File: src/rtl/game_state_ctrl.sv
// Game sequencer: button debounce, frame tick, IDLE/RUN/DYING/OVER control.
// Drives the score counter pulses and the dino/obstacle freeze.
module game_state_ctrl #(
    parameter int DB_CYCLES    = 1000,
    parameter int DB_W         = 10,
    parameter int DEATH_FRAMES = 30,
    parameter int HOLDOFF      = 15
) (
    input  logic       clk,
    input  logic       rst,
    input  logic       btn_raw,
    input  logic       frame_end,
    input  logic       collision,
    output logic       game_tick,
    output logic       game_start,
    output logic       game_over,
    output logic       score_clr,
    output logic       jump_pulse,
    output logic       frozen,
    output logic [1:0] state
);

    localparam int FMAX =
        (DEATH_FRAMES > HOLDOFF) ? DEATH_FRAMES : HOLDOFF;
    localparam int FW = $clog2(FMAX + 1);

    localparam logic [DB_W-1:0] DB_LAST = DB_W'(DB_CYCLES - 1);
    localparam logic [FW-1:0]   DF_LAST = FW'(DEATH_FRAMES - 1);
    localparam logic [FW-1:0]   HO_MAX  = FW'(HOLDOFF);

    typedef enum logic [1:0] {
        IDLE  = 2'd0,
        RUN   = 2'd1,
        DYING = 2'd2,
        OVER  = 2'd3
    } state_t;

    state_t          st_q;
    state_t          st_n;
    logic [FW-1:0]   fcnt_q;
    logic [FW-1:0]   fcnt_n;
    logic            btn_m;
    logic            btn_s;
    logic            db_lvl;
    logic            db_lvl_q;
    logic [DB_W-1:0] db_cnt;
    logic            fe_q;
    logic            rst_q;
    logic            press;
    logic            tick_c;
    logic            start_n;
    logic            over_n;
    logic            jump_n;

    always_ff @(posedge clk) begin
        if (rst) begin
            btn_m    <= 1'b0;
            btn_s    <= 1'b0;
            db_lvl   <= 1'b0;
            db_lvl_q <= 1'b0;
            db_cnt   <= '0;
        end else begin
            btn_m    <= btn_raw;
            btn_s    <= btn_m;
            db_lvl_q <= db_lvl;
            if (btn_s == db_lvl) begin
                db_cnt <= '0;
            end else if (db_cnt == DB_LAST) begin
                db_lvl <= ~db_lvl;
                db_cnt <= '0;
            end else begin
                db_cnt <= db_cnt + DB_W'(1);
            end
        end
    end

    // fe_q follows frame_end through reset so a level that is
    // already high when reset drops is not mistaken for an edge
    always_ff @(posedge clk) begin
        fe_q <= frame_end;
    end

    assign press  = db_lvl & ~db_lvl_q;
    assign tick_c = frame_end & ~fe_q;

    always_comb begin
        st_n    = st_q;
        fcnt_n  = fcnt_q;
        start_n = 1'b0;
        over_n  = 1'b0;
        jump_n  = 1'b0;
        unique case (st_q)
            IDLE: begin
                if (press) begin
                    st_n    = RUN;
                    start_n = 1'b1;
                end
            end
            RUN: begin
                if (tick_c && collision) begin
                    st_n   = DYING;
                    over_n = 1'b1;
                end else if (press) begin
                    jump_n = 1'b1;
                end
            end
            DYING: begin
                if (tick_c) begin
                    if (fcnt_q == DF_LAST) begin
                        st_n = OVER;
                    end else begin
                        fcnt_n = fcnt_q + FW'(1);
                    end
                end
            end
            OVER: begin
                if (tick_c && fcnt_q != HO_MAX) begin
                    fcnt_n = fcnt_q + FW'(1);
                end
                if (press && fcnt_q == HO_MAX) begin
                    st_n    = RUN;
                    start_n = 1'b1;
                end
            end
            default: st_n = IDLE;
        endcase
        if (st_n != st_q) begin
            fcnt_n = '0;
        end
    end

    always_ff @(posedge clk) begin
        if (rst) begin
            st_q       <= IDLE;
            fcnt_q     <= '0;
            rst_q      <= 1'b1;
            game_tick  <= 1'b0;
            game_start <= 1'b0;
            game_over  <= 1'b0;
            score_clr  <= 1'b0;
            jump_pulse <= 1'b0;
            frozen     <= 1'b0;
        end else begin
            st_q       <= st_n;
            fcnt_q     <= fcnt_n;
            rst_q      <= 1'b0;
            // rst_q keeps the first post-reset cycle pulse-free
            game_tick  <= tick_c & ~rst_q;
            game_start <= start_n;
            game_over  <= over_n;
            score_clr  <= start_n;
            jump_pulse <= jump_n;
            frozen     <= (st_n == DYING) || (st_n == OVER);
        end
    end

    assign state = st_q;

endmodule

File: config.mk
export PLATFORM = sky130hd
export DESIGN_NAME = game_state_ctrl
export DESIGN_NICKNAME = d
export VERILOG_FILES = /design/src/rtl/game_state_ctrl.sv
export SDC_FILE = /design/constraint.sdc
export NUM_CORES = 1
export LEC_CHECK = 0
export CAP_MARGIN = 10
export CORE_UTILIZATION = 30
export CTS_BUF_LIST = sky130_fd_sc_hd__clkbuf_2
export CTS_CLUSTER_DIAMETER = 50
export DETAILED_ROUTE_END_ITERATION = 10
export GPL_TIMING_DRIVEN = 0
export SYNTH_ARGS = -nofsm -noshare
export SYNTH_HDL_FRONTEND = slang
export SYNTH_SLANG_ARGS = --single-unit
export TNS_END_PERCENT = 10
File: constraint.sdc
create_clock -name clk -period 2.2 [get_ports clk]
set_input_delay 0.44 -clock clk [delete_from_list [all_inputs] [get_ports clk]]
set_output_delay 0.44 -clock clk [all_outputs]
set_load 0.05 [all_outputs]
==> impl_metrics.tcl, run 1 <==
set metrics [dict create \
    synthMostInstantiatedCell "sky130_fd_sc_hd__dfxtp_1" \
    syn_to_final_growth_pct 15.71 \
    max_slew.worst_pin.slew_ns 0.5012 \
    boundaryPins 13 \
    die-area_sq_mm 0.004648 \
    postSynthAreaPerCell_sq_um 9.187 \
    cellInternalPower_mw 0.5786 \
    largestRegisters "db_cnt x10, fcnt_q x5" \
    initial_utilization_pct 31.92 \
    r2r.worst_path.cells 8 \
    worstReg2RegEnd "fcnt_q[1]" \
    synthTopCellsByCount "sky130_fd_sc_hd__dfxtp_1 (27), sky130_fd_sc_hd__nor2_1 (16), sky130_fd_sc_hd__ha_1 (10)" \
    hold_end "game_tick" \
    final_cell_area_sq_mm 0.001520 \
    yosysSeqAreaShare_pct 41.14 \
    multiInputGateArea_sq_um 733.2 \
    p_sw_mw 0.2124 \
    timing.max_cap.violations 0 \
    min_path_type "flip-flop to flip-flop" \
    final_max_slew_viols 0 \
    grtUsageTotal_pct 12.76 \
    ant_nets 0 \
    drtIter0Drc 37 \
    vdd_ir_drop_max_v 0.0003258 \
    startpoint_type "flip-flop" \
    max_slew_margin_pct 66.48 \
    synth_largest_area_cell "sky130_fd_sc_hd__dfxtp_1" \
    timing.reg2reg.setup_slack_ns 0.12 \
    worst_ep_arrival_time_ns 1.66 \
    globalplace.congestion 0.8252 \
    crit_path_cell_trace "clkdlybuf4s50_1" \
    setup_viol 0 \
    r2r_start "fcnt_q[0]" \
    grt.overflow.total 0 \
    cts.sinks 27 \
    num_rows 23 \
    yosysWarningCount 0 \
    numCtsBuffers 3 \
    routed_wl_mm 2.497 \
    achievable-frequency_mhz 475.1 \
    synth_largest_type_area_fraction_pct 41.14 \
    synth_seq_cells 27 \
    post_synth_design_cell_area_sq_mm 0.001314 \
    crit_required_ns 1.76 \
    fillerInstances 430 \
    number_of_flops_mapped_to_enable_cells_by_yosys 0 \
    cts_max_level 1 \
    drc_errors 0 \
    clock_path_buffers 2 \
    final.period_utilization_pct 95.67 \
    syn_nets 158 \
    min-delay-start "rst_q" \
    detailed_route_via_count 1011 \
    synth_async_sr_flop_share_pct 0 \
    number_of_global_route_vias_before_repair 1023 \
    synth_flop_cell "sky130_fd_sc_hd__dfxtp_1" \
    post_dp_cell_area_sq_mm 0.001498 \
    largest_register_ffs 10 \
    regMostFlops "db_cnt" \
    power.switching_fraction_pct 26.85 \
    clock_latency_ns 0.36 \
    clk_transition_reported_paths_ns 0.26 \
    cts_hold_repair.buffers 0 \
    finalHoldViolations 0 \
    finalPower_mw 0.7910 \
    grt_setup_unrepaired "no" \
    period_needed_ns 2.105 \
    critical_path.n_buffers_inverters 1 \
    final.setup_skew_ns 0.01294 \
    avgRoutedWirePerCell_microns 11.95 \
    cpMaxStageDelayCell "sky130_fd_sc_hd__clkdlybuf4s50_1" \
    detail_route.vias_per_cell 4.837 \
    drive_above_1_share_pct 10.06 \
    synth_area_leaders "sky130_fd_sc_hd__dfxtp_1 (41%), sky130_fd_sc_hd__ha_1 (9.5%), sky130_fd_sc_hd__nor2_1 (4.6%), sky130_fd_sc_hd__xnor2_1 (4.0%), sky130_fd_sc_hd__nor3_1 (2.7%)" \
    pwr_density_cell_mw_per_mm2 520.3 \
    worstHoldPathCells 1 \
    sequential_power_share_pct 64.0 \
    design.core.area_sq_mm 0.004115 \
    clock_tree.root_cell "sky130_fd_sc_hd__clkbuf_2" \
    clock_share_of_power_pct 25.1 \
    grt_first_pass_wirelength_mm 4.367 \
    slowest_delay_ns 0.83 \
    port_buffers 12 \
    final-seq-area_sq_um 541.8 \
    critPathKind "flip-flop to primary output" \
    tritoncts "done" \
    endpoint_kind "primary output" \
    number_of_antenna_violations_at_the_first_check_in_global_routing 0 \
    leakagePower_nw 0.5281 \
    insertedDiodeCount 0 \
    critical_path.top_delay_family "buffers and inverters" \
    grt_start_max_net_pins 15 \
    hpwl_mm 1.930 \
    comb_power_share_pct 10.9 \
    worst-path-max-fanout 9 \
    syn_inst 143 \
    die_outline_height_microns 68.18 \
    dr.pass1.iters 4 \
    synth.lib_cells_used.distinct 41 \
    x_dimension_of_the_die_microns 68.18 \
    run_status "complete, no violations" \
    num-nets-final 175 \
]
[per-stage QoR]
step / instances / util, % / hold WS [ns] / setup TNS, ns / setup slack (ns)
2_1_floorplan: 143 / - / 0.3732 / 0 / 0.08969
3_3_place_gp: 205 / 36.39 / 0.3807 / -0.1861 / -0.07810
3_5_place_dp: 205 / 36.39 / 0.3900 / -0.5727 / -0.1413
4_1_cts: 209 / 36.82 / 0.4169 / 0 / 0.04668
5_1_grt: 209 / 36.94 / 0.4465 / 0 / 0.01262
6_report: 209 / 36.94 / 0.4125 / 0 / 0.09528
[worst register-to-register path: stages (launching register included)]
cell and delay (ns):
sky130_fd_sc_hd__dfxtp_1 0.42, sky130_fd_sc_hd__ha_1 0.21, sky130_fd_sc_hd__inv_1 0.08, sky130_fd_sc_hd__nor2_1 0.05, sky130_fd_sc_hd__ha_1 0.19, sky130_fd_sc_hd__nand2b_4 0.16
sky130_fd_sc_hd__a31o_1 0.22, sky130_fd_sc_hd__a311o_1 0.41, sky130_fd_sc_hd__nor4b_2 0.28
[cell families (layout without fill, tap and decap cells)]
group	count (synthesis)	count (layout)	synth area share, %
and+or+nand+nor	61	61	25.52
DFF	27	27	41.14
AOI/OAI and AO/OA	23	23	12.00
adders and majority gates	10	10	9.524
buffers and inverters	10	26	3.428
xor gates and xnor gates	9	9	6.000
muxes	3	3	2.381
[cell type report]
type | instances | share of cell area (%)
Timing Repair Buffer | 12 | 7.737
Clock buffer | 4 | 1.317
Sequential cell | 27 | 35.64
Multi-Input combinational cell | 106 | 48.23
Tap cell | 50 | 4.115
Buffer | 3 | 1.235
Inverter | 7 | 1.728
[worst max path at each step]
stage	slack, ns	startpoint	to	depth (start not counted)
2_1_floorplan	0.09	state[0]	fcnt_q[1]	6
3_3_place_gp	-0.08	frame_end	fcnt_q[1]	5
3_5_place_dp	-0.14	frame_end	fcnt_q[1]	5
4_1_cts	0.05	score_clr	score_clr	2
5_1_grt	0.01	state[0]	fcnt_q[2]	6
6_report	0.1	frozen	frozen	1
[power groups by stage]
stage	Clock [mW]	Combinational (mW)	Sequential [mW]
finish	0.199	0.0864	0.506
global route	0.228	0.0954	0.508
CTS	0.211	0.0860	0.506
detailed placement	0	0.0877	0.515
global placement	0	0.0848	0.514
floorplan	0	0.0482	0.524
[per-layer routing]
layer  up-vias  part of all wire (%)  routed length, microns  global-route usage (%)
met3         2                   3.0                      74                   3.500
met1       465                    44                    1093                   14.06
met5         -                     0                       0                       0
met2        14                    52                    1310                   23.04
met4         0                  0.68                      17                   4.688
li1        530                     -                       -                       -
[layout by cell type, fill, tap and decap left out, types with 4 or more instances in the layout]
master                             n
sky130_fd_sc_hd__nor2_1           16
sky130_fd_sc_hd__dfxtp_1          26
sky130_fd_sc_hd__nand2_1           9
sky130_fd_sc_hd__clkdlybuf4s50_1  10
sky130_fd_sc_hd__a21oi_1           6
sky130_fd_sc_hd__ha_1             10
sky130_fd_sc_hd__inv_1             7
sky130_fd_sc_hd__clkbuf_2          4
sky130_fd_sc_hd__xnor2_1           6
sky130_fd_sc_hd__o21ai_0           5
sky130_fd_sc_hd__nor3_1            7
sky130_fd_sc_hd__nand2b_1          5
sky130_fd_sc_hd__nand3_1           4
[what timing repair did]
action,CTS,global route
endpoints found under the setup margin,2,4
setup buffers,0,0
resized for setup,2,1
Note: power is estimated with default switching activity, not from simulation.
==> inputs of run 2 (changes only) <==
- REMOVE_ABC_BUFFERS: unset -> 1
==> impl_metrics.tcl, run 2 (synthesis results as in run 1) <==
set metrics [dict create \
    initial_utilization_pct 31.92 \
    boundaryPins 13 \
    cts.sinks 27 \
    grt.overflow.total 0 \
    max_slew.worst_pin.slew_ns 0.4980 \
    design.core.area_sq_mm 0.004115 \
    drtIter0Drc 27 \
    startpoint_type "flip-flop" \
    r2r.worst_path.cells 8 \
    crit_required_ns 2.53 \
    critPathKind "flip-flop to flip-flop" \
    min-delay-start "rst_q" \
    period_needed_ns 2.110 \
    clock_path_buffers 2 \
    grtUsageTotal_pct 12.18 \
    finalPower_mw 0.8024 \
    dr.pass1.iters 4 \
    detailedPlace.worstSlack_ns -0.1299 \
    largest_register_ffs 10 \
    die_outline_height_microns 68.18 \
    numCtsBuffers 3 \
    min_path_type "flip-flop to flip-flop" \
    worst-path-max-fanout 6 \
    post_layout_nonfiller_instances 206 \
    layout.cells.most_common_list "sky130_fd_sc_hd__dfxtp_1 (25), sky130_fd_sc_hd__nor2_1 (16), sky130_fd_sc_hd__ha_1 (10)" \
    final-seq-area_sq_um 543.0 \
    number_of_global_route_vias_before_repair 921 \
    final_max_slew_viols 0 \
    max_slew_margin_pct 66.69 \
    fillerInstances 420 \
    layout.cells.most_common "sky130_fd_sc_hd__dfxtp_1" \
    worst_ep_arrival_time_ns 2.44 \
    setup_viol 0 \
    die-area_sq_mm 0.004648 \
    worstReg2RegEnd "fcnt_q[1]" \
    post_dp_cell_area_sq_mm 0.001478 \
    num-nets-final 172 \
    finalHoldViolations 0 \
    clk_transition_reported_paths_ns 0.28 \
    final.setup_skew_ns 0.007625 \
    vdd_ir_drop_max_v 0.0003237 \
    cts_max_level 1 \
    r2r_start "fcnt_q[0]" \
    syn_to_final_growth_pct 15.14 \
    number_of_antenna_violations_at_the_first_check_in_global_routing 0 \
    hold-worst-slack_ns 0.4127 \
    clock_tree.root_cell "sky130_fd_sc_hd__clkbuf_2" \
    drc_errors 0 \
    achievable-frequency_mhz 473.8 \
    avgRoutedWirePerCell_microns 11.90 \
    clock_latency_ns 0.38 \
    globalplace.congestion 0.7904 \
    timing.reg2reg.setup_slack_ns 0.09 \
    run_status "complete, no violations" \
    placedCellCount 202 \
    final_cell_area_sq_mm 0.001513 \
    detailed_route_via_count 1007 \
    grt_first_pass_wirelength_mm 4.188 \
    fin_tns_setup_ns 0 \
    port_buffers 12 \
    leakagePower_nw 0.5185 \
    grt_start_max_net_pins 17 \
    pwr_density_cell_mw_per_mm2 530.5 \
    hold_end "game_tick" \
    routed_wl_mm 2.452 \
    insertedDiodeCount 0 \
    multiInputGateArea_sq_um 742.0 \
    final.period_utilization_pct 95.93 \
    drive_above_1_share_pct 9.615 \
    worstHoldPathCells 1 \
    ant_nets 0 \
    tritoncts "done" \
    detail_route.vias_per_cell 4.888 \
    hpwl_mm 1.827 \
    largestRegisters "db_cnt x10, fcnt_q x5" \
    final_util_pct 36.76 \
    setup_slack_ns 0.08958 \
    num_rows 23 \
    endpoint_kind "flip-flop" \
    x_dimension_of_the_die_microns 68.18 \
    regMostFlops "db_cnt" \
    timing.max_cap.violations 0 \
]
-- run 2: changes by cell type in the layout (fill, tap and decap cells not counted) --
cell,previous run,this run
sky130_fd_sc_hd__dlygate4sd2_1,2,3
sky130_fd_sc_hd__o31ai_4,0,1
sky130_fd_sc_hd__dfxtp_2,1,2
sky130_fd_sc_hd__clkdlybuf4s50_1,10,9
sky130_fd_sc_hd__clkbuf_1,1,0
sky130_fd_sc_hd__buf_4,2,0
sky130_fd_sc_hd__clkinvlp_4,0,1
sky130_fd_sc_hd__dfxtp_1,26,25
sky130_fd_sc_hd__o31ai_2,1,0
sky130_fd_sc_hd__clkbuf_2,4,3
-- run 2: where the power goes --
part | leakage [nW] | switching (mW) | internal (mW)
Combinational | 0.286 | 0.0567 | 0.0334
Clock | 0.0126 | 0.164 | 0.0421
Sequential | 0.220 | 0.00742 | 0.499
-- run 2: worst max path at each step --
| stage | start | to | slack [ns] | cells past startpoint |
|---|---|---|---|---|
| after floorplan | frozen | fcnt_q[1] | -0.42 | 6 |
| after global placement | frame_end | fcnt_q[1] | -0.09 | 5 |
| after detailed placement | frame_end | fcnt_q[1] | -0.13 | 5 |
| after CTS | frozen | fcnt_q[1] | 0.01 | 5 |
| after global routing | frozen | fcnt_q[3] | -0.03 | 6 |
| final | fcnt_q[0] | fcnt_q[1] | 0.09 | 8 |
-- run 2: layout make-up --
cell class	count	share of cell area, %
Clock buffer	3	0.9926
Clock inverter	1	0.4963
Inverter	7	1.737
Multi-Input combinational cell	106	49.05
Sequential cell	27	35.90
Tap cell	50	4.136
Timing Repair Buffer	12	7.692
-- run 2: critical path, stage by stage (launching register included) --
cell and delay, ns:
sky130_fd_sc_hd__dfxtp_1 0.43, sky130_fd_sc_hd__ha_1 0.21, sky130_fd_sc_hd__inv_1 0.08, sky130_fd_sc_hd__nor2_1 0.05, sky130_fd_sc_hd__ha_1 0.20, sky130_fd_sc_hd__nand2b_4 0.16, sky130_fd_sc_hd__a31o_1 0.22, sky130_fd_sc_hd__a311o_1 0.42
sky130_fd_sc_hd__nor4b_2 0.29
-- run 2: what timing repair did --
action | CTS | global route
buffers inserted | 0 | 0
resized for setup | 3 | 4
hold buffers | 0 | 0
endpoints found under the setup margin | 3 | 5
-- run 2: metal layers --
layer	vias to the layer above	GRT usage (%)	wire length (microns)
li1	521	-	-
met1	471	15.08	1247
met2	13	20.10	1103
met3	2	4.000	84
met4	0	3.125	16
met5	-	0	0
